File: config.mk
export PLATFORM = sky130hd
export DESIGN_NAME = lcd_spi_rx
export DESIGN_NICKNAME = d
export VERILOG_FILES = /design/src/rtl/lcd_spi_pkg.sv /design/src/rtl/lcd_spi_rx_deser.sv /design/src/rtl/lcd_spi_rx.sv
export SDC_FILE = /design/constraint.sdc
export NUM_CORES = 1
export LEC_CHECK = 0
export ABC_AREA = 1
export CAP_MARGIN = 0
export CORE_MARGIN = 5
export CORE_UTILIZATION = 45
export DETAILED_ROUTE_END_ITERATION = 6
export MAX_ROUTING_LAYER = met4
export PLACE_DENSITY = 0.64
export REMOVE_ABC_BUFFERS = 1
export SETUP_SLACK_MARGIN = 0.4
export SYNTH_ARGS = -nofsm -noshare
export SYNTH_HDL_FRONTEND = slang
export SYNTH_SLANG_ARGS = --single-unit
File: constraint.sdc
create_clock -name clk -period 2.13 [get_ports clk]
set_clock_uncertainty 0.05 [all_clocks]
set_input_delay 0.3195 -clock clk [delete_from_list [all_inputs] [get_ports clk]]
set_output_delay 0.3195 -clock clk [all_outputs]
set_load 0.01 [all_outputs]
File: src/rtl/lcd_spi_pkg.sv
// Shared LCD serial-link definitions: command opcodes, panel defaults, decoder states.
// Latency: n/a (constants and types only).
// Backpressure: n/a.
package lcd_spi_pkg;

   // Panel geometry defaults, shared with the transmitter side
   localparam int LCD_W_DFLT = 132;
   localparam int LCD_H_DFLT = 162;

   // Command opcodes recognised by the decoder
   localparam logic [7:0] CMD_CASET = 8'h2A;
   localparam logic [7:0] CMD_RASET = 8'h2B;
   localparam logic [7:0] CMD_RAMWR = 8'h2C;

   // Byte-level decoder states
   typedef enum logic [2:0] {
      CMD_WAIT  = 3'd0,
      CASET_ARG = 3'd1,
      RASET_ARG = 3'd2,
      RAMWR_HI  = 3'd3,
      RAMWR_LO  = 3'd4
   } dec_state_t;

endpackage

File: src/rtl/lcd_spi_rx_deser.sv
// Serial front end: synchronizes the SPI pins, detects lcd_clk rising edges, assembles bytes.
// Latency: pin edge of the 8th bit to o_byte_vld is SYNC_STAGES+2 clk cycles.
// Backpressure: none; o_byte_vld is a one-cycle pulse the consumer must take. SYNC_STAGES >= 2.
module lcd_spi_rx_deser #(
   parameter int SYNC_STAGES = 2
) (
   input  logic       clk,
   input  logic       rst,
   input  logic       i_lcd_rst_n,
   input  logic       i_cs_n,
   input  logic       i_sclk,
   input  logic       i_sdat,
   input  logic       i_dc,
   output logic       o_dec_rst,
`ifdef LCD_SPI_RX_CHECK_EN
   output logic       o_cs_abort,
`endif
   output logic       o_byte_vld,
   output logic [7:0] o_byte_dat,
   output logic       o_byte_dc
);

   localparam int L = SYNC_STAGES - 1;

   logic [SYNC_STAGES-1:0] r_cs_sync, r_clk_sync, r_dat_sync, r_dc_sync, r_rstn_sync;
   logic                   r_clk_prev, r_cs_prev;
   logic [2:0]             r_bit_cnt;
   logic [7:0]             r_shift;
   logic                   r_full, r_full_dc;
   logic                   w_clk_rise, w_cs_rise;

   // Synchronizers are left out of reset so they track the pins throughout reset
   // and no false edge is seen when reset releases.
   always_ff @(posedge clk) begin
      r_cs_sync   <= {r_cs_sync[L-1:0],   i_cs_n};
      r_clk_sync  <= {r_clk_sync[L-1:0],  i_sclk};
      r_dat_sync  <= {r_dat_sync[L-1:0],  i_sdat};
      r_dc_sync   <= {r_dc_sync[L-1:0],   i_dc};
      r_rstn_sync <= {r_rstn_sync[L-1:0], i_lcd_rst_n};
      r_clk_prev  <= r_clk_sync[L];
      r_cs_prev   <= r_cs_sync[L];
   end

   assign o_dec_rst  = rst | ~r_rstn_sync[L];
   assign w_clk_rise = r_clk_sync[L] & ~r_clk_prev;
   assign w_cs_rise  = r_cs_sync[L] & ~r_cs_prev;
`ifdef LCD_SPI_RX_CHECK_EN
   assign o_cs_abort = w_cs_rise && (r_bit_cnt != 3'd0) && !o_dec_rst;
`endif

   // Bit counter and shift register; deselect drops any partial byte
   always_ff @(posedge clk) begin
      if (o_dec_rst) begin
         r_bit_cnt <= 3'd0;
         r_shift   <= 8'h00;
         r_full    <= 1'b0;
         r_full_dc <= 1'b0;
      end else begin
         r_full <= 1'b0;
         if (w_cs_rise) begin
            r_bit_cnt <= 3'd0;
         end else if (w_clk_rise && !r_cs_sync[L]) begin
            r_shift   <= {r_shift[6:0], r_dat_sync[L]};
            r_bit_cnt <= r_bit_cnt + 3'd1;
            if (r_bit_cnt == 3'd7) begin
               r_full    <= 1'b1;
               r_full_dc <= r_dc_sync[L];
            end
         end
      end
   end

   // Registered byte output pulse
   always_ff @(posedge clk) begin
      if (o_dec_rst) begin
         o_byte_vld <= 1'b0;
         o_byte_dat <= 8'h00;
         o_byte_dc  <= 1'b0;
      end else begin
         o_byte_vld <= r_full;
         if (r_full) begin
            o_byte_dat <= r_shift;
            o_byte_dc  <= r_full_dc;
         end
      end
   end

endmodule

File: src/rtl/lcd_spi_rx.sv
// LCD SPI receive monitor: decodes bytes into CASET/RASET windows and RAMWR pixel writes.
// Latency: pix_valid one clk after the low byte's byte_valid. Optional checks: LCD_SPI_RX_CHECK_EN.
// Backpressure: none; all outputs are one-cycle pulses or held state.
module lcd_spi_rx
   import lcd_spi_pkg::*;
#(
   parameter int LCD_W       = LCD_W_DFLT,
   parameter int LCD_H       = LCD_H_DFLT,
   parameter int SYNC_STAGES = 2
) (
   input  logic        clk,
   input  logic        rst,
   input  logic        lcd_rst_n_in,
   input  logic        lcd_cs_n_in,
   input  logic        lcd_clk_in,
   input  logic        lcd_data_in,
   input  logic        lcd_dc_in,
   output logic        byte_valid,
   output logic [7:0]  byte_data,
   output logic        byte_dc,
   output logic [7:0]  cmd_cur,
   output logic        pix_valid,
   output logic [7:0]  pix_x,
   output logic [7:0]  pix_y,
   output logic [15:0] pix_data,
`ifdef LCD_SPI_RX_CHECK_EN
   output logic [2:0]  err_sticky,
   output logic [15:0] pix_count,
`endif
   output logic        frame_done
);

   localparam logic [7:0] XMAX = 8'(LCD_W - 1);
   localparam logic [7:0] YMAX = 8'(LCD_H - 1);

   logic       w_dec_rst;
`ifdef LCD_SPI_RX_CHECK_EN
   logic       w_cs_abort;
`endif
   dec_state_t r_state;
   logic [7:0] r_xs, r_xe, r_ys, r_ye, r_x, r_y;
   logic [1:0] r_arg_cnt;
   logic [7:0] r_arg_lo, r_pix_hi;
   logic       w_x_wrap, w_y_wrap;

   lcd_spi_rx_deser #(.SYNC_STAGES(SYNC_STAGES)) u_deser (
      .clk         (clk),
      .rst         (rst),
      .i_lcd_rst_n (lcd_rst_n_in),
      .i_cs_n      (lcd_cs_n_in),
      .i_sclk      (lcd_clk_in),
      .i_sdat      (lcd_data_in),
      .i_dc        (lcd_dc_in),
      .o_dec_rst   (w_dec_rst),
`ifdef LCD_SPI_RX_CHECK_EN
      .o_cs_abort  (w_cs_abort),
`endif
      .o_byte_vld  (byte_valid),
      .o_byte_dat  (byte_data),
      .o_byte_dc   (byte_dc)
   );

   // A start beyond the end never matches xe/ye, so the panel edge wraps it instead
   assign w_x_wrap = (r_x == r_xe) || (r_x == XMAX);
   assign w_y_wrap = (r_y == r_ye) || (r_y == YMAX);

   // Command decoder, window registers, cursor and pixel output
   always_ff @(posedge clk) begin
      if (w_dec_rst) begin
         r_state    <= CMD_WAIT;
         cmd_cur    <= 8'h00;
         r_xs       <= 8'h00;
         r_xe       <= XMAX;
         r_ys       <= 8'h00;
         r_ye       <= YMAX;
         r_x        <= 8'h00;
         r_y        <= 8'h00;
         r_arg_cnt  <= 2'd0;
         r_arg_lo   <= 8'h00;
         r_pix_hi   <= 8'h00;
         pix_valid  <= 1'b0;
         pix_x      <= 8'h00;
         pix_y      <= 8'h00;
         pix_data   <= 16'h0000;
         frame_done <= 1'b0;
      end else begin
         pix_valid  <= 1'b0;
         frame_done <= 1'b0;
         if (byte_valid && !byte_dc) begin
            // Commands abort any argument list or half pixel in progress
            cmd_cur   <= byte_data;
            r_arg_cnt <= 2'd0;
            case (byte_data)
               CMD_CASET: r_state <= CASET_ARG;
               CMD_RASET: r_state <= RASET_ARG;
               CMD_RAMWR: begin
                  r_state <= RAMWR_HI;
                  r_x     <= r_xs;
                  r_y     <= r_ys;
               end
               default:   r_state <= CMD_WAIT;
            endcase
         end else if (byte_valid) begin
            case (r_state)
               CASET_ARG, RASET_ARG: begin
                  r_arg_cnt <= r_arg_cnt + 2'd1;
                  if (r_arg_cnt == 2'd1) r_arg_lo <= byte_data;
                  if (r_arg_cnt == 2'd3) begin
                     if (r_state == CASET_ARG) begin
                        r_xs <= r_arg_lo;
                        r_xe <= byte_data;
                     end else begin
                        r_ys <= r_arg_lo;
                        r_ye <= byte_data;
                     end
                     r_state <= CMD_WAIT;
                  end
               end
               RAMWR_HI: begin
                  r_pix_hi <= byte_data;
                  r_state  <= RAMWR_LO;
               end
               RAMWR_LO: begin
                  pix_valid <= 1'b1;
                  pix_x     <= r_x;
                  pix_y     <= r_y;
                  pix_data  <= {r_pix_hi, byte_data};
                  r_state   <= RAMWR_HI;
                  if (w_x_wrap) begin
                     r_x <= r_xs;
                     if (w_y_wrap) begin
                        r_y        <= r_ys;
                        frame_done <= 1'b1;
                     end else begin
                        r_y <= r_y + 8'd1;
                     end
                  end else begin
                     r_x <= r_x + 8'd1;
                  end
               end
               default: ;
            endcase
         end
      end
   end

`ifdef LCD_SPI_RX_CHECK_EN
   // Sticky protocol errors and per-RAMWR pixel count
   always_ff @(posedge clk) begin
      if (w_dec_rst) begin
         err_sticky <= 3'b000;
         pix_count  <= 16'h0000;
      end else begin
         if (w_cs_abort) err_sticky[0] <= 1'b1;
         if (byte_valid && byte_dc && r_state == RAMWR_LO && (r_x > XMAX || r_y > YMAX))
            err_sticky[1] <= 1'b1;
         if (byte_valid && !byte_dc && r_state == RAMWR_LO) err_sticky[2] <= 1'b1;
         if (byte_valid && !byte_dc && byte_data == CMD_RAMWR)
            pix_count <= 16'h0000;
         else if (byte_valid && byte_dc && r_state == RAMWR_LO)
            pix_count <= pix_count + 16'd1;
      end
   end
`endif

endmodule
[After elaboration in Yosys (flattened, before gate mapping)]
Index checks and enable logic that the tools add are counted.
Widths: inputs -> output; s select.
Cells by class
  add/subtract/negate cells: 4
  equal/unequal tests: 16
  bitwise logic cells: 13
  muxes and demuxes: 19
  reduce and logical (&&, ||, !) cells: 27
Operators by type and width (count)
  $mux 8: 11
  $eq 8x6->1 const B: 3
  $add 8x1->8 const B: 2
  $eq 8x8->1: 2
  $eq 8x8->1 const B: 2
  $reduce_and 3->1: 5
  $not 1->1: 10
  $reduce_and 5->1: 2
  $mux 3: 3
  $pmux 3 s3: 1
  $reduce_and 4->1: 2
  $eq 3x2->1 const B: 2
  $eq 3x3->1 const B: 2
  $pmux 2 s3: 1
  $reduce_bool 2->1: 3
  $reduce_or 2->1: 3
  $reduce_or 3->1: 2
  $reduce_or 5->1: 1
  $reduce_and 2->1: 2
  $reduce_bool 4->1: 1
  $add 3x1->3 const B: 1
  $eq 3x1->1 const B: 1
  $mux 1: 3
  $ne 3x3->1 const B: 1
  9 further kinds: 13
Storage, ports and cells
  bits in registers: 146
  word-level logic and storage cells: 109
  input port bits: 7
  output and inout bits: 52

[Longest topological paths before layout]
  depth after elaboration: 7
  gate-level depth with buffers: 15
  depth with buffers taken out: 13

[By module]
Synthesis repeated with hierarchy kept, for this count alone.
Second synthesis, totals
  cells, all modules: 798
  area total of the unflattened synthesis: 6005.8 um2
Modules (own cells, without submodules)
  lcd_spi_rx: cells an instance 675, seq. area each 2222.1 um2, instances 1, area each 4888.4 um2
  lcd_spi_rx_deser: cells an instance 123, seq. area each 700.7 um2, instances 1, area each 1117.3 um2

[Worst setup path after synthesis]
No wires, ideal clock.
  kind: register to register
  from: register u_deser.o_byte_vld
  to: register r_y[3]
  setup time: 0.113 ns
  buffers on the path: 3
  period minus slack after synthesis: 1.547 ns
  data required time: 1.967 ns
  cell stages (with the launch flop): 11
  setup slack: 0.583 ns
  arrival time: 1.384 ns
  cell sequence: dfxtp_1 buf_4 inv_4 nor2_8 inv_2 buf_2 buf_2 nand4_1 nand2_1 nor2_1 nor2_1
Between the ends
  longest elaborated chain between the ends: 3
  elaborated cells between the ends (all ways): 7
  classes of those cells: 1 x eq/ne; 1 x mux; 5 x reduce/logical
Ends and longest elaborated chain
  start, declared: line lcd_spi_rx_deser.sv:18  | output logic o_byte_vld,
  start signal, assigned: line lcd_spi_rx_deser.sv:80  | o_byte_vld <= r_full;
  $logic_and 1x1->1: line lcd_spi_rx.sv:89  | if (byte_valid && !byte_dc) begin
  $ne 2x1->1 (no line) or $reduce_bool 2->1 (tied branches)
  $reduce_and 4->1 (no line)
  end signal, assigned: line lcd_spi_rx.sv:99  | r_y <= r_ys;
  end signal, assigned: line lcd_spi_rx.sv:132  | r_y <= r_ys;
  end signal, assigned: line lcd_spi_rx.sv:135  | r_y <= r_y + 8'd1;
  end, declared: line lcd_spi_rx.sv:41  | logic [7:0] r_xs, r_xe, r_ys, r_ye, r_x, r_y;
Parallel ways exist; a longest one is shown, timed or not.
A chain may end at the register's enable or synchronous reset.

[Final worst setup path]
  from: register pix_data[0]
  to: output port pix_data[0]
RTL lines
  start, declared: line lcd_spi_rx.sv:25  | output logic [15:0] pix_data,
  start signal, assigned: line lcd_spi_rx.sv:127  | pix_data <= {r_pix_hi, byte_data};
No word-level cell between the ends.

==> results.ini <==
[die]
effective_utilization_at_floorplan_pct = 45.83
num_rows = 42
die-width_um = 126.1
fp.coreArea_um2 = 13240
die_area_um2 = 15910
top_level_ports = 59
dieHeight_um = 126.1

[logic_synthesis]
yosys_register_bits = 146
synth.distinct_cells = 34
post_synth_inst_count = 794
synthesis.yosys.warnings = 0
post_synthesis_mean_instance_area_um2 = 7.644
top_cell_type_s_share_of_synthesized_area_pct = 48.16
synth_compound_gate_area_share_pct = 14.33
synth_area_leaders = sky130_fd_sc_hd__dfxtp_1 (48%), sky130_fd_sc_hd__nand2_1 (9.2%), sky130_fd_sc_hd__a21oi_1 (7.1%)
post_synth_fa_ha_maj_area_fraction_pct = 1.443
synth_seq_area_share_pct = 48.16
synth.mux.area_fraction_pct = 0
syn-cell-area_um2 = 6070
synth_simple_gate_area_share_pct = 25.31
yosysTopAreaCell = sky130_fd_sc_hd__dfxtp_1
synth_top_family_by_area = simple AND/OR/NAND/NOR gates
post_synth_xor_area_fraction_pct = 2.309

[global_route]
globalRouteTotalUtil_pct = 19.41
grt.overflow.total = 0
grt_antenna_before_repair = 0
global_route_wire_length_before_repair_um = 24630
largest_net_degree_at_the_start_of_global_routing = 56
grt_pass1_vias = 4987

[clocking]
clkLatencyLatePin_ps = 420
clk_slew_on_worst_s_h_paths_ps = 60
clock_path_buffers = 2
cts-htree-levels = 4
tritoncts = done
cts-root-buf = sky130_fd_sc_hd__clkbuf_16
cts_inserted_buffers = 17
ctsHoldBuffers = 0
cts.sink_count = 146

[final_layout]
antenna_cells_inserted = 0
final_nets = 867
layout.cells.non_filler = 1042
registers.top_by_ff_count = pix_data
final_common_cell = sky130_fd_sc_hd__nand2_1
synthToLayoutAreaGrowth_pct = 25.79
drive_gt1_share_pct = 13.74
mostFrequentLayoutCells = sky130_fd_sc_hd__nand2_1 (148), sky130_fd_sc_hd__dfxtp_1 (131), sky130_fd_sc_hd__nor2_1 (93), sky130_fd_sc_hd__a21oi_1 (85), sky130_fd_sc_hd__o21ai_0 (67)
max_ffs_per_register = 16

[run]
timing.max_cap.violations = 0

[worst_setup_path]
worstPathArrival_ps = 1320
cpLargestDelayFamily = buffers and inverters
crit_buf_inv = 1
critical_path.slowest_cell = sky130_fd_sc_hd__clkdlybuf4s50_1
critical_path.cell_chain = clkdlybuf4s50_1
worstSetupPathType = flip-flop to output port
worstSetupStartpointType = flip-flop
crit_path_end_kind = output port
worst-path-max-fanout = 2
timing.critical_path.required_ps = 1760
crit_path_max_incr_delay_ps = 550

[timing]
slew_headroom_pct = 66.39
timing.final.setup_violations = 0
fmax_mhz = 592.6
grt_setup_unrepaired = true
worst_setup_slack_final_ps = 442.5
final_max_slew_viol_count = 0
worst-slew-pin-transition_ps = 503.4
layout_worst_path_cycle_share_pct = 79.22
finalWorstPathRequiredPeriod_ps = 1687
hold_violations = 0

[power_and_ir_drop]
intPower_mw = 4.776
power.density_nw_per_um2 = 789.2
power_frac_comb_pct = 1.3
power.clock.fraction_pct = 53.1
peakVddDrop_mv = 0.5090
power_switching_share_pct = 20.75
leakagePower_nw = 3.246
sequential_power_share_pct = 45.6
total_switching_power_mw = 1.250

[run_status]
status = finished, final reports clean

[route]
detail_route.wirelength_um = 14720
route.detailed.wl_per_inst_um = 14.13
drt_pass1_iterations = 5
number_of_vias_per_cell = 5.155
drt-initial-drc-count = 346
vias = 5372
drtAntennaViolNets = 0
drc = 0

[place]
buffer_ports.inserted = 58
placedCellCount = 1006
detailedPlacementHpwl_um = 10060
routabilityCongestion = 0.8838
place_worst_setup_slack_ps = 329.2

[worst_hold_path]
min-delay-path-class = flip-flop to flip-flop

==> metrics by stage <==
stage	hold slack (ps)	power (mW)	setup TNS, ps	instance area, µm²	utilization (%)
after floorplan	259.6	2.851	-136610	5807	-
after global placement	260.2	2.886	0	6810	51.43
after detailed placement	262.1	2.888	0	6810	51.43
after CTS	272.2	6.083	0	7471	56.42
after global routing	271.9	6.215	0	7635	57.65
final	276.8	6.026	0	7635	57.65
==> cell type report <==
class | instances | area [µm²]
Clock inverter | 14 | 202.7
Fill cell | 1239 | 5608
Multi-Input combinational cell | 534 | 2715
Sequential cell | 146 | 2947
Clock buffer | 18 | 439.2
Timing Repair Buffer | 88 | 857.1
Inverter | 66 | 254.0
Tap cell | 176 | 220.2
==> synthesized netlist by cell type <==
cell type and count:
sky130_fd_sc_hd__o21a_1 3, sky130_fd_sc_hd__o211ai_1 6, sky130_fd_sc_hd__nand3b_2 1, sky130_fd_sc_hd__xnor2_1 11, sky130_fd_sc_hd__nand2_4 3, sky130_fd_sc_hd__inv_4 1
sky130_fd_sc_hd__buf_4 4, sky130_fd_sc_hd__a31oi_2 1, sky130_fd_sc_hd__buf_6 7, sky130_fd_sc_hd__nand4_2 1, sky130_fd_sc_hd__nand2_1 149, sky130_fd_sc_hd__nor2_2 1
sky130_fd_sc_hd__o21ai_0 67, sky130_fd_sc_hd__nor2_1 100, sky130_fd_sc_hd__ha_1 7, sky130_fd_sc_hd__nand3_1 50, sky130_fd_sc_hd__inv_1 59, sky130_fd_sc_hd__buf_2 12
sky130_fd_sc_hd__inv_2 6, sky130_fd_sc_hd__nand3_2 1, sky130_fd_sc_hd__nand2_2 6, sky130_fd_sc_hd__clkbuf_1 22, sky130_fd_sc_hd__a21oi_1 86, sky130_fd_sc_hd__a41oi_1 1
sky130_fd_sc_hd__nor3_1 8, sky130_fd_sc_hd__xor2_1 5, sky130_fd_sc_hd__buf_1 3, sky130_fd_sc_hd__nand4_1 18, sky130_fd_sc_hd__nor2_4 3, sky130_fd_sc_hd__a211oi_1 2
sky130_fd_sc_hd__nand4_4 1, sky130_fd_sc_hd__nor2_8 1, sky130_fd_sc_hd__dfxtp_1 146, sky130_fd_sc_hd__and3_1 2
==> layer usage <==
metal | routed length, µm | GRT usage (%)
met5 | 0 | -
met4 | 172 | 5.678
met3 | 573 | 5.038
met2 | 7198 | 30.70
met1 | 6775 | 24.58
==> power groups by stage <==
stage          Clock, mW  Combinational [mW]  Sequential (mW)
6_report            3.20              0.0764             2.75
5_1_grt             3.38              0.0853             2.75
4_1_cts             3.25              0.0769             2.75
3_5_place_dp           0              0.0763             2.81
3_3_place_gp           0              0.0751             2.81
2_1_floorplan          0              0.0408             2.81
==> path summary, 6_finish.rpt <==
kind,start,end,slack [ps],depth (start not counted)
min reg2reg,u_deser.r_rstn_sync[0],u_deser.r_rstn_sync[1],280,0
max reg2reg,u_deser.o_byte_vld,r_y[1],500,9
max,pix_data[0],pix_data[0],440,1
min,u_deser.r_rstn_sync[0],u_deser.r_rstn_sync[1],280,0
==> what timing repair did <==
| action | 4_1_cts | 5_1_grt |
|---|---|---|
| buffers inserted | 1 | 3 |
| endpoints found under the setup margin | 34 | 94 |
| resized for setup | 12 | 46 |
| pin swaps | 1 | 1 |
==> cells by family after synthesis <==
| kind of cell | count (synthesis) |
|---|---|
| xor gates and xnor gates | 16 |
| AOI/OAI and AO/OA | 166 |
| DFF | 146 |
| adders and majority gates | 7 |
| and+or+nand+nor | 345 |
| buffers and inverters | 114 |
Power figures use the tool's default switching activity.
